<file path="src/rtl/pll_drp_ctrl.sv">
// pll_drp_ctrl
// -----------------------------------------------------------------------------
// Dynamic-reconfiguration master for the main PLL's DRP port. It takes single
// write / read / apply commands over a valid/ready handshake, drives the DRP
// strobes, holds the PLL in reset for a fixed window after reprogramming, and
// then waits for lock or a lock timeout. Every command ends with a one-cycle
// response. All logic runs on the rising edge of dclk.
//
// Ports:
//   dclk, reset           clock and synchronous active-high reset
//   cmd_valid/cmd_ready   command handshake (accept when both are high)
//   cmd_op                00 write, 01 read, 10 apply, 11 reserved (error)
//   cmd_addr, cmd_wdata   DRP register address and write data
//   rsp_valid             one-cycle completion pulse
//   rsp_rdata, rsp_err    read data (0 for non-reads), timeout/reserved flag
//   pll_daddr/dcs/dwe/di  DRP strobe and data towards the PLL
//   pll_do                DRP read data from the PLL
//   pll_reset             PLL reset, active-high
//   pll_extlock           raw PLL lock, asynchronous to dclk
//   locked                synchronized lock, masked while an apply is running
// -----------------------------------------------------------------------------
module pll_drp_ctrl #(
  parameter int READ_LAT     = 2,
  parameter int RST_CYCLES   = 16,
  parameter int LOCK_TIMEOUT = 65535
) (
  input  logic       dclk,
  input  logic       reset,
  input  logic       cmd_valid,
  output logic       cmd_ready,
  input  logic [1:0] cmd_op,
  input  logic [5:0] cmd_addr,
  input  logic [7:0] cmd_wdata,
  output logic       rsp_valid,
  output logic [7:0] rsp_rdata,
  output logic       rsp_err,
  output logic [5:0] pll_daddr,
  output logic       pll_dcs,
  output logic       pll_dwe,
  output logic [7:0] pll_di,
  input  logic [7:0] pll_do,
  output logic       pll_reset,
  input  logic       pll_extlock,
  output logic       locked
);

  typedef enum logic [2:0] {IDLE, WR, RD, RST, LOCK, RESP} state_t;

  localparam logic [3:0]  RD_LAST   = 4'(READ_LAT);
  localparam logic [7:0]  RST_LAST  = 8'(RST_CYCLES - 1);
  localparam logic [15:0] LOCK_LAST = 16'(LOCK_TIMEOUT);

  state_t      state;
  state_t      state_next;
  logic        rsp_err_next;
  logic [15:0] cnt;
  logic [1:0]  lock_sync;

  // State register. Reset returns to IDLE immediately, which also drops the
  // Moore outputs (dcs, dwe, pll_reset, rsp_valid) on the same edge.
  always_ff @(posedge dclk) begin
    if (reset) begin
      state <= IDLE;
    end else begin
      state <= state_next;
    end
  end

  // Next-state logic. rsp_err_next only matters on the edge that enters RESP,
  // where it is latched into rsp_err for the whole response.
  always_comb begin
    state_next   = state;
    rsp_err_next = 1'b0;
    case (state)
      IDLE: begin
        if (cmd_valid) begin
          case (cmd_op)
            2'b00:   state_next = WR;
            2'b01:   state_next = RD;
            2'b10:   state_next = RST;
            default: begin
              state_next   = RESP;
              rsp_err_next = 1'b1;
            end
          endcase
        end
      end
      WR:   state_next = RESP;
      RD: begin
        if (cnt[3:0] == RD_LAST) begin
          state_next = RESP;
        end
      end
      RST: begin
        if (cnt[7:0] == RST_LAST) begin
          state_next = LOCK;
        end
      end
      LOCK: begin
        // Lock wins over timeout if both happen in the same cycle.
        if (lock_sync[1]) begin
          state_next = RESP;
        end else if (cnt == LOCK_LAST) begin
          state_next   = RESP;
          rsp_err_next = 1'b1;
        end
      end
      RESP:    state_next = IDLE;
      default: state_next = IDLE;
    endcase
  end

  // Datapath: lock synchronizer, the shared cycle counter, the DRP address and
  // data registers, and the response registers. The counter restarts on every
  // state change, so each timed state starts counting from zero. DRP address
  // and data are only reloaded by commands that actually strobe the port, so
  // they keep their last driven value otherwise. Response fields are loaded
  // only on entry to RESP so they hold until the next response.
  always_ff @(posedge dclk) begin
    if (reset) begin
      lock_sync <= 2'b00;
      cnt       <= 16'd0;
      pll_daddr <= 6'd0;
      pll_di    <= 8'd0;
      rsp_rdata <= 8'd0;
      rsp_err   <= 1'b0;
    end else begin
      lock_sync <= {lock_sync[0], pll_extlock};

      if (state != state_next) begin
        cnt <= 16'd0;
      end else if (state == RD || state == RST || state == LOCK) begin
        cnt <= cnt + 16'd1;
      end

      if (state == IDLE && cmd_valid && !cmd_op[1]) begin
        pll_daddr <= cmd_addr;
        if (!cmd_op[0]) begin
          pll_di <= cmd_wdata;
        end
      end

      if (state_next == RESP && state != RESP) begin
        rsp_rdata <= (state == RD) ? pll_do : 8'd0;
        rsp_err   <= rsp_err_next;
      end
    end
  end

  // Moore outputs. The read strobe is only the first RD cycle (counter at 0).
  // locked is masked for the whole reset/lock-wait window of an apply so the
  // requester never sees the stale lock from before reprogramming.
  always_comb begin
    cmd_ready = (state == IDLE);
    rsp_valid = (state == RESP);
    pll_dcs   = (state == WR) || (state == RD && cnt == 16'd0);
    pll_dwe   = (state == WR);
    pll_reset = (state == RST);
    locked    = lock_sync[1] && !(state == RST || state == LOCK);
  end

endmodule

</file>
<file path="config.mk">
export PLATFORM = sky130hd
export DESIGN_NAME = pll_drp_ctrl
export DESIGN_NICKNAME = d
export VERILOG_FILES = /design/src/rtl/pll_drp_ctrl.sv
export SDC_FILE = /design/constraint.sdc
export NUM_CORES = 1
export LEC_CHECK = 0
export ABC_AREA = 1
export BUFFER_PORTS_ARGS = -buffer_cell sky130_fd_sc_hd__buf_2
export CAP_MARGIN = 20
export CELL_PAD_IN_SITES_DETAIL_PLACEMENT = 0
export CELL_PAD_IN_SITES_GLOBAL_PLACEMENT = 1
export CORE_UTILIZATION = 41
export DETAILED_ROUTE_END_ITERATION = 16
export HOLD_SLACK_MARGIN = 0.06
export PLACE_DENSITY_LB_ADDON = 0.15
export SYNTH_ARGS = -nofsm -noshare
export SYNTH_HDL_FRONTEND = slang
export SYNTH_SLANG_ARGS = --single-unit
</file>
<file path="constraint.sdc">
create_clock -name dclk -period 2.6 [get_ports dclk]
set_input_delay 0 -clock dclk [delete_from_list [all_inputs] [get_ports dclk]]
set_output_delay 0 -clock dclk [all_outputs]
set_load 0.005 [all_outputs]
</file>
## Word-level counts from Yosys, hierarchy flattened

Index checks and enable logic that the tools add are counted.

- Memories kept: 0
- RAM bits: 0
- Flip-flop bits (word level): 44
- Bits in latches: 0
- ROM bits: 0
- Word-level logic and storage cells: 52

- Mux-type cells: 13
- Add/sub/neg operators: 1
- Bitwise operators: 1
- Shift-type cells: 0
- Reductions and logical operators: 17
- Div/mod/pow operators: 0
- Multipliers: 0
- $lt $le $gt $ge: 0
- Equality and inequality tests: 13

Operators by type and width:

| kind | number |
|---|---|
| adder 16 x 1 -> 16 bit (second input constant) | 1 |
| equality test 16 bit (second input constant) | 1 |
| zero test 16 bit | 1 |
| 2-to-1 mux 3 bit | 5 |
| case mux 3 bit (5 select lines) | 1 |
| equality test 3 bit (second input constant) | 3 |
| case mux 3 bit (3 select lines) | 1 |
| equality test 8 x 4 -> 1 bit (second input constant) | 1 |
| 2-to-1 mux 8 bit | 1 |
| equality test 3 x 2 -> 1 bit (second input constant) | 2 |
| logical AND 1 bit | 5 |
| equality test 4 x 2 -> 1 bit (second input constant) | 1 |
| logical OR 1 bit | 4 |
| 2-to-1 mux 1 bit | 4 |
| equality test 3 x 1 -> 1 bit (second input constant) | 1 |
| zero test 3 bit | 1 |
| inequality test 3 bit | 1 |
| inequality test 3 bit (second input constant) | 1 |
| OR reduction 3 bit | 1 |
| equality test 2 x 1 -> 1 bit (second input constant) | 1 |
| equality test 2 bit (second input constant) | 1 |
| zero test 1 bit | 2 |
| zero test 2 bit | 1 |
| case mux 1 bit (2 select lines) | 1 |
| 3 further kinds | 3 |

## Depth between registers and ports, before layout

Gate-level depths: netlist of the first run.

- Depth in word-level cells: 6
- Mapped depth: 13
- Depth with buffers taken out: 12

## Least setup slack after synthesis of the first run

No wires, ideal clock.

- Path kind: flip-flop to flip-flop
- Start: register cnt[0]
- End: register cnt[10]
- Buffers on the path: 1
- Cell stages (with the launch flop): 12
- Slack: 867 ps
- Arrival: 1,612 ps
- Period minus slack after synthesis: 1,733 ps
- Library setup time: 121 ps
- Cell sequence: dfxtp_1 ha_1 nand3_1 nor2_1 nor2_1 nor2_2 nand2_2 nand2_1 nand2_1 nand3_4 buf_12 nor2_4

- Cells in the longest elaborated chain, start to end: 6

RTL lines:

| element | line | text |
|---|---|---|
| start: declaration | 56 | `logic [15:0] cnt;` |
| start signal: assignment | 133 | `cnt <= cnt + 16'd1;` |
| equality test 16 bit | 103 | `end else if (cnt == LOCK_LAST) begin` |
| 2-to-1 mux 3 bit | 103 |  |
| 2-to-1 mux 3 bit | 101 | `if (lock_sync[1]) begin` |
| case mux 3 bit (5 select lines) | 74 | `case (state)` |
| inequality test 3 bit | 130 | `if (state != state_next) begin` |
| OR reduction 2 bit (no line) | - |  |

Several ways; a longest one is shown, not always the timed one.
A chain may end at the register's enable or synchronous reset.

## Worst setup path in the final report of the first run

- Start: register cnt[0]
- End: register cnt[0]

The elaborated chain is that of the path after synthesis.

==> results.ini, run 1 <==
[worst_setup_path]
cp_top_family = simple AND/OR/NAND/NOR gates
critical_path.cell_chain = ha_1, nand3_1, nor2_1, nor2_1, nor2_2, nand2_2, nand3_1, nand3_4, nor2_1
crit_top_cell = nor2_1
cp_num_buf_inv = 0
worst_ep_arrival_time_ns = 2.38
worstPathMaxFanout = 16
slowest_delay_ns = 0.42
critPathLaunchType = register
cp.required_ns = 2.83
cp_slowest_cell = dfxtp_1
crit_type = register to register
critPathCaptureType = register

[power]
p_sw_w = 0.000900
p_per_area_nw_per_um2 = 724
ir_drop_v = 0.000286
combPwrFrac_pct = 41.3
power.total_w = 0.00221
switching_share_pct = 40.7
seq_power_share_pct = 38.7
intPower_w = 0.00131
p_leak_nw = 1.44
power.share.clock_pct = 20.1

[timing]
fin_crit_ns = 2.15
rsz0062_at_grt = false
report.final.hold_viol_count = 0
fmax_mhz = 464
max_slew_margin_pct = 58.8
maxSlewViolCount = 0
setup_viol_count_final = 0
finalCritPeriodShare_pct = 82.9
skew_ns = 0.00678
tightest_slew_ns = 0.618
finalSetupTns_ns = 0

[global_routing]
antenna_found_initial = 0
grt_pass1_vias = 2067
grt_start_max_net_pins = 24
grt_overflow = 0
grt_first_pass_wirelength_um = 9310
track_usage_pct = 18.9

[die]
io_pins = 57
start_util_pct = 43.4
dieArea_um2 = 6250
core-area_um2 = 5610
die_h_um = 79.1
num_rows = 27
die_x_um = 79.1

[synthesis]
synth-compound-area-share_pct = 5.50
synth_nets = 373
synth_cell_type_count = 33
postSynthAreaPerCell_um2 = 7.16
synth-xor-area-share_pct = 4.31
synth_area_um2 = 2440
synthSimpleGateAreaFrac_pct = 41.0
synthCells = 340
yosysWarnings = 0
synth-seq-cells = 44
synth_top_family_by_area = simple AND/OR/NAND/NOR gates
synth_adder_area_share_pct = 2.57
synthMuxAreaShare_pct = 0
ys_seq_area_share_pct = 36.2

[clock_tree]
cts.sinks = 44
tritoncts.num_buffers = 5
clk_latency_ns = 0.30
clockBufferDepth = 2
post_cts_buffers = 0
path_clk_slew_ns = 0.08
cts_hold_buf = 20
cts_tree = yes
h-tree-depth = 2
cts_resized = 0
root_buffer = clkbuf_8

[detailed_routing]
ant_nets = 0
wire_per_inst_um = 11.0
first_pass_iters = 4
vias_per_cell = 4.49
routed_wl_um = 5400
drtIter0Drc = 89
vias = 2206
drc_errors = 0

[final_layout]
final_nets = 451
final_common_cell = nor2_1
area_growth_pct = 25.5
n_antenna_cell = 0
final_core_util_pct = 54.5
layout_common_cells = nor2_1, nand2_1, buf_2
nFillCells = 587
instances_no_fill = 491
final_cell_area_um2 = 3060
drive_above_1_share_pct = 25.1

[placed_design]
detailed_place_hpwl_um = 3980
globalplace.congestion = 0.837
port_buffers = 56
dp.cells = 463
placed_area_um2 = 2770

[run]
cap_violations = 0

[status]
outcome = finished clean

[worst_hold_path]
hold_path.class = primary input to register

## power groups by stage
stage	sequential, W	combinational, W	clock (W)
final	0.000856	0.000913	0.000444
after global routing	0.000869	0.00104	0.000495
after CTS	0.000857	0.000929	0.000466
after detailed placement	0.000872	0.000902	0
after global placement	0.000869	0.000898	0
after floorplan	0.000870	0.000695	0
## routing by layer
metal / vias to the layer above / part of all wire, % / track usage, %
met5: - / 0 / 0
li1: 1205 / - / -
met4: 0 / 1.1 / 5.45
met1: 957 / 53 / 25.9
met3: 5 / 3.7 / 4.14
met2: 39 / 42 / 29.7
## cells by family after synthesis
logic type	count (synthesis)
and+or+nand+nor	194
xor gates and xnor gates	12
DFF	44
AOI/OAI and AO/OA	24
buffers and inverters	61
adders and majority gates	5
## worst reg2reg max path, cell delays in order, from the launching register on
cell	delay, ns
dfxtp_1	0.42
ha_1	0.23
nand3_1	0.11
nor2_1	0.28
nor2_1	0.09
nor2_2	0.12
nand2_2	0.16
nand3_1	0.16
nand3_4	0.32
nor2_1	0.19
## path summary, 6_finish.rpt
check	cells past startpoint	start	to	slack, ns
max reg2reg	9	cnt[0]	cnt[0]	0.45
min reg2reg	2	lock_sync[0]	lock_sync[1]	0.41
max	9	cnt[0]	cnt[0]	0.45
min	5	pll_do[6]	rsp_rdata[6]	0.07
## through the flow
| stage | hold slack [ns] | setup slack [ns] |
|---|---|---|
| after floorplan | 0.0712 | 0.867 |
| after global placement | 0.200 | 0.537 |
| after detailed placement | 0.211 | 0.460 |
| after CTS | 0.0649 | 0.436 |
| after global routing | 0.0952 | 0.187 |
| final | 0.0694 | 0.446 |
## flip-flops by register name, indices dropped and copies added (netlist names)
| signal | cells |
|---|---|
| state | 3 |
| lock_sync | 2 |
| pll_di | 8 |
| rsp_rdata | 8 |
| pll_daddr | 6 |
| rsp_err | 1 |
| cnt | 16 |
## final cells by class
class	instances	area, µm²	area share, %
Sequential cell	44	881	28.8
Multi-Input combinational cell	235	1300	42.5
Tap cell	72	90.1	2.95
Clock buffer	8	90.1	2.95
Timing Repair Buffer	76	480	15.7
Inverter	56	215	7.04
## cell usage after synthesis
master	instances	area share, %
nor2_4	16	7.4
buf_2	1	0.21
xor2_1	8	2.9
nor4_1	2	0.51
nand3_2	3	1.2
buf_4	1	0.31
nand3_4	2	1.4
a21boi_0	1	0.31
a21oi_2	1	0.36
nand3b_1	1	0.31
inv_2	5	0.77
a21oi_1	3	0.62
and3_1	1	0.26
nand2_1	63	9.7
o21ai_0	16	3.3
inv_1	49	7.6
nor3_2	2	0.82
nand3_1	8	1.6
o21ai_2	1	0.36
xnor2_1	4	1.4
nor2_2	5	1.3
buf_12	1	0.82
o21ai_1	1	0.21
nand2_2	5	1.3
inv_4	2	0.51
clkbuf_1	2	0.31
nand4_1	14	3.6
nor3_1	2	0.41
nor2_1	69	11
o41ai_1	1	0.36
ha_1	5	2.6
nand2_4	1	0.46
dfxtp_1	44	36
(Power assumes the default switching activity.)
==> inputs of run 2 (changes only) <==
--- a/config.mk
+++ b/config.mk
@@ -10,7 +10,7 @@
 export CAP_MARGIN = 20
 export CELL_PAD_IN_SITES_DETAIL_PLACEMENT = 0
 export CELL_PAD_IN_SITES_GLOBAL_PLACEMENT = 1
-export CORE_UTILIZATION = 41
+export CORE_UTILIZATION = 34
 export DETAILED_ROUTE_END_ITERATION = 16
 export HOLD_SLACK_MARGIN = 0.06
 export PLACE_DENSITY_LB_ADDON = 0.15
==> constraint.sdc (replaced) <==
create_clock -name dclk -period 1.8 [get_ports dclk]
set_input_delay 0 -clock dclk [delete_from_list [all_inputs] [get_ports dclk]]
set_output_delay 0 -clock dclk [all_outputs]
set_load 0.005 [all_outputs]
==> results.ini, run 2 (synthesized netlist as in run 1, its figures left out) <==
[status]
outcome = finished clean

[global_routing]
grt_pass1_vias = 2218
track_usage_pct = 16.2
antenna_found_initial = 0
grt_start_max_net_pins = 24
grt_overflow = 0
grt_first_pass_wirelength_um = 9620

[power]
ir_drop_v = 0.000493
p_per_area_nw_per_um2 = 1050
p_leak_nw = 1.61

[placed_design]
pre_cts_slack_ns = -0.0118
dp.cells = 504
detailed_place_hpwl_um = 4220
port_buffers = 56
placed_area_um2 = 2940
globalplace.congestion = 0.804

[die]
num_rows = 30
die_h_um = 86.6
die_x_um = 86.6
dieArea_um2 = 7510
core-area_um2 = 6870
start_util_pct = 35.5
io_pins = 57

[detailed_routing]
drtIter0Drc = 85
drc_errors = 0
routed_wl_um = 5960
vias = 2356
ant_nets = 0
vias_per_cell = 4.35
wire_per_inst_um = 11.0
first_pass_iters = 4

[final_layout]
nFillCells = 713
multi_input_area_um2 = 1360
n_antenna_cell = 0
reg_top3 = cnt: 16 flops, pll_di: 8 flops, rsp_rdata: 8 flops
drive_above_1_share_pct = 32.3
ff_latch_area_um2 = 891
final_cell_area_um2 = 3370
largest_reg_flops = 16
final_core_util_pct = 49.1
instances_no_fill = 542
top_register = cnt
area_growth_pct = 38.5
layout_common_cells = nor2_1, nand2_1, buf_2
final_nets = 479
final_common_cell = nor2_1

[clock_tree]
cts_tree = yes
root_buffer = clkbuf_8
path_clk_slew_ns = 0.08
tritoncts.num_buffers = 5
cts.sinks = 44
clockBufferDepth = 2
h-tree-depth = 2
clk_latency_ns = 0.29

[worst_hold_path]
hold_path.class = primary input to register

[timing]
fmax_mhz = 586
maxSlewViolCount = 0
fin_ws_ns = 0.0929
fin_crit_ns = 1.71
skew_ns = 0.00295
rsz0062_at_grt = true
report.final.hold_viol_count = 0
finalCritPeriodShare_pct = 94.8
setup_viol_count_final = 0
tightest_slew_ns = 0.632
max_slew_margin_pct = 57.8

[worst_setup_path]
worstPathMaxFanout = 6
crit_type = register to register
worst_ep_arrival_time_ns = 1.89
cp.required_ns = 1.99
critPathLaunchType = register
critPathCaptureType = register

[run]
cap_violations = 0

run 2: repair_timing:
item,in CTS,in global routing
setup endpoints to repair,18,34
endpoints found under the hold margin,23,0
pin swaps,0,4
hold buffers,22,0
gates cloned,0,3
buffers inserted,0,6
gates resized for setup,1,16
run 2: through the flow:
step,hold slack (ns),TNS (ns),power (W)
floorplan,0.0712,0,0.00226
global placement,0.200,0,0.00275
detailed placement,0.207,-0.0776,0.00275
CTS,0.0608,0,0.00340
global route,0.0973,-0.0627,0.00385
finish,0.0671,0,0.00356
run 2: final timing paths:
check,start,cells past startpoint,endpoint,slack (ns)
setup / recovery,cnt[1],13,cnt[8],0.09
hold / removal,pll_do[6],5,rsp_rdata[6],0.07
setup reg to reg,cnt[1],13,cnt[8],0.09
hold reg to reg,lock_sync[0],2,lock_sync[1],0.40
run 2: power breakdown:
| part | leakage (nW) | switching, W | total, W | internal, W |
|---|---|---|---|---|
| Combinational | 1.21 | 0.000995 | 0.00174 | 0.000745 |
| Clock | 0.0410 | 0.000329 | 0.000594 | 0.000265 |
| Sequential | 0.361 | 0.000102 | 0.00122 | 0.00112 |
| Total | 1.61 | 0.00143 | 0.00356 | 0.00213 |
run 2: worst max-delay path: stages, from the launching register on:
cell	delay [ns]
dfxtp_1	0.32
buf_4	0.15
ha_1	0.18
nand2_2	0.09
inv_1	0.05
nand2_2	0.06
nand3_2	0.06
nor2_2	0.09
nand2_2	0.08
nand2_1	0.11
nand2_2	0.09
nand3_4	0.10
clkbuf_16	0.18
nor2_4	0.03
run 2: layout make-up:
cell class | instances | share of cell area (%)
multi-input cells | 237 | 40.3
repair buffers | 102 | 21.1
clock inverters | 1 | 0.148
inverters | 56 | 6.38
clock buffers | 6 | 2.15
flip-flops and latches | 44 | 26.4
well taps | 96 | 3.56
run 2: routing by layer:
layer | part of all wire [%] | track usage, % | up-vias
met5 | 0 | 0 | -
met4 | 0.92 | 4.55 | 0
met3 | 4.6 | 3.43 | 5
met2 | 43 | 26.5 | 46
met1 | 51 | 21.6 | 1042
li1 | - | - | 1263
==> inputs of run 3 (changes only) <==
--- a/config.mk
+++ b/config.mk
@@ -5,12 +5,11 @@
 export SDC_FILE = /design/constraint.sdc
 export NUM_CORES = 1
 export LEC_CHECK = 0
-export ABC_AREA = 1
 export BUFFER_PORTS_ARGS = -buffer_cell sky130_fd_sc_hd__buf_2
 export CAP_MARGIN = 20
 export CELL_PAD_IN_SITES_DETAIL_PLACEMENT = 0
 export CELL_PAD_IN_SITES_GLOBAL_PLACEMENT = 1
-export CORE_UTILIZATION = 34
+export CORE_UTILIZATION = 35
 export DETAILED_ROUTE_END_ITERATION = 16
 export HOLD_SLACK_MARGIN = 0.06
 export PLACE_DENSITY_LB_ADDON = 0.15
==> results.ini, run 3 <==
[detailed_routing]
ant_nets = 0
wl_met1_um = 2820
vias = 2108
wire_per_inst_um = 12.3
routed_wl_um = 5570
drtIter0Drc = 91
drc_errors = 0
vias_per_cell = 4.64
wl_met2_um = 2500
top_layer = met4
met3_length_um = 229
first_pass_iters = 4

[worst_setup_path]
critPathCaptureType = register
cp_slowest_cell = or4_4
critical_path.cell_chain = or4_4, nor4_4, and3b_1, a2111o_1, mux2_4
cp_top_family = simple AND/OR/NAND/NOR gates
slowest_delay_ns = 0.54
cp_num_buf_inv = 0
cp.required_ns = 1.99
worstPathMaxFanout = 4
critPathLaunchType = register
cp.depth = 5
regToRegSetupSlack_ns = -0.28
worst_ep_arrival_time_ns = 2.27
crit_type = register to register
r2r_cells = 5

[power]
power.total_w = 0.00266
p_per_area_nw_per_um2 = 792
p_leak_nw = 1.54
ir_drop_v = 0.000381

[die]
die_h_um = 81.0
die_x_um = 81.0
start_util_pct = 36.6
io_pins = 57
dieArea_um2 = 6550
num_rows = 28
core-area_um2 = 5960

[synthesis]
async_reset_ff_share_pct = 0
yosys-top-cells-count = dfxtp_1, nor2_1, nand2_1
synth-seq-cells = 44
synth_cell_type_count = 50
postSynthAreaPerCell_um2 = 9.09
ys_seq_area_share_pct = 40.4
yosysMostFrequentCell = dfxtp_1
yosys.area.top_type = dfxtp_1
synth_nets = 273
synth_area_leaders = dfxtp_1, mux2i_1, nor2_1
synth_flop_cell = dfxtp_1
yosysWarnings = 0
synth-edff-count = 0
yosysTopAreaCellShare_pct = 40.4
synth_area_um2 = 2180
synthCells = 240

[placed_design]
port_buffers = 56
dp.cells = 413
placed_area_um2 = 2870
globalplace.congestion = 0.870
detailed_place_hpwl_um = 3990

[timing]
finalSetupTns_ns = -3.87
fin_ws_ns = -0.277
report.final.hold_viol_count = 0
finalCritPeriodShare_pct = 115
tightest_slew_ns = 0.378
rsz0062_at_grt = true
setup_viol_count_final = 26
skew_ns = 0.00979
fin_crit_ns = 2.08
fmax_mhz = 481
maxSlewViolCount = 0
max_slew_margin_pct = 74.2

[final_layout]
nFillCells = 565
final_nets = 411
layout_common_cells = buf_4, buf_2, dfxtp_1
largest_reg_flops = 16
reg_top3 = cnt: 16 flops, pll_di: 8 flops, rsp_rdata: 8 flops
final_common_cell = buf_4
multi_input_area_um2 = 1220
area_growth_pct = 53.6
n_antenna_cell = 0
instances_no_fill = 454
ff_latch_area_um2 = 892
top_register = cnt
final_cell_area_um2 = 3350
drive_above_1_share_pct = 39.3
final_core_util_pct = 56.3

[clock_tree]
cts_tree = yes
clk_latency_ns = 0.30
root_buffer = clkbuf_8
h-tree-depth = 2
path_clk_slew_ns = 0.09
clockBufferDepth = 2
tritoncts.num_buffers = 5
cts.sinks = 44

[global_routing]
grt_overflow = 0
antenna_found_initial = 0
grt_pass1_vias = 1918
grt_start_max_net_pins = 28
grt_first_pass_wirelength_um = 9050
track_usage_pct = 18.1

[worst_hold_path]
hold_path.class = primary input to register
hold_path_depth = 4

[status]
outcome = finished with violations
violations = negative setup slack

[run]
cap_violations = 0

[run 3: cell count changes after synthesis, sizes merged, moves of 5 or more]
cell | before | now
nor2 | 90 | 36
nand2 | 69 | 20
inv | 56 | 8
mux2i | 0 | 17
nand2b | 0 | 9
nand4 | 14 | 5
o21ai | 18 | 9
a21oi | 4 | 10
nand3 | 13 | 7
clkbuf | 2 | 7
nor2b | 0 | 5
[run 3: area by class of cell]
cell class / count / area share (%)
timing repair buffer: 142 / 30.4
inverter: 8 / 1.12
tap: 75 / 2.80
sequential: 44 / 26.6
multi-input combinational: 177 / 36.4
clock inverter: 3 / 0.560
clock buffer: 5 / 2.05
[run 3: logic make-up (layout without fill, tap and decap cells)]
| group | count (synthesis) | after routing | share of synthesized area [%] |
|---|---|---|---|
| AND/OR/NAND/NOR | 105 | 105 | 26.3 |
| flip-flops | 44 | 44 | 40.4 |
| AO/OA/AOI/OAI | 34 | 34 | 10.3 |
| buffers and inverters | 19 | 158 | 5.68 |
| multiplexers | 18 | 18 | 8.49 |
| XOR/XNOR | 15 | 15 | 6.02 |
| adder cells (fa/ha/maj) | 5 | 5 | 2.87 |
[run 3: power breakdown]
| part | switching, W | total, W | internal (W) |
|---|---|---|---|
| Combinational | 0.000434 | 0.000967 | 0.000533 |
| Clock | 0.000353 | 0.000624 | 0.000271 |
| Sequential | 0.0000359 | 0.00106 | 0.00103 |
| Total | 0.000823 | 0.00266 | 0.00183 |
[run 3: layer usage]
metal / global-route usage, % / up-vias
li1: - / 1108
met1: 26.3 / 949
met2: 26.1 / 49
met3: 3.37 / 2
met4: 6.61 / 0
met5: 0 / -
[run 3: per-stage QoR]
stage                     setup slack (ns)  hold WS [ns]
final                               -0.277        0.0867
after global routing                -0.324        0.0999
after CTS                           -0.297        0.0744
after detailed placement            -0.371         0.215
after global placement              -0.317         0.210
after floorplan                     -0.345         0.128
[run 3: repair_timing]
| item | in CTS | in global routing |
|---|---|---|
| endpoints found under the hold margin | 23 | 0 |
| endpoints found under the setup margin | 34 | 34 |
| hold buffers | 23 | 0 |
| setup buffers | 1 | 9 |
| pin swaps | 4 | 7 |
| resized for setup | 9 | 18 |
[run 3: final timing paths]
check | start | endpoint
worst max register to register | cnt[4] | rsp_err
worst max-delay path | cnt[4] | rsp_err
worst min register to register | lock_sync[0] | lock_sync[1]
worst min-delay path | reset | state[1]
[run 3: tightest hold or removal path, delay by kind of cell]
family	cells	cell delay, ns
buf+inv	2	0.20
simple gates	2	0.15
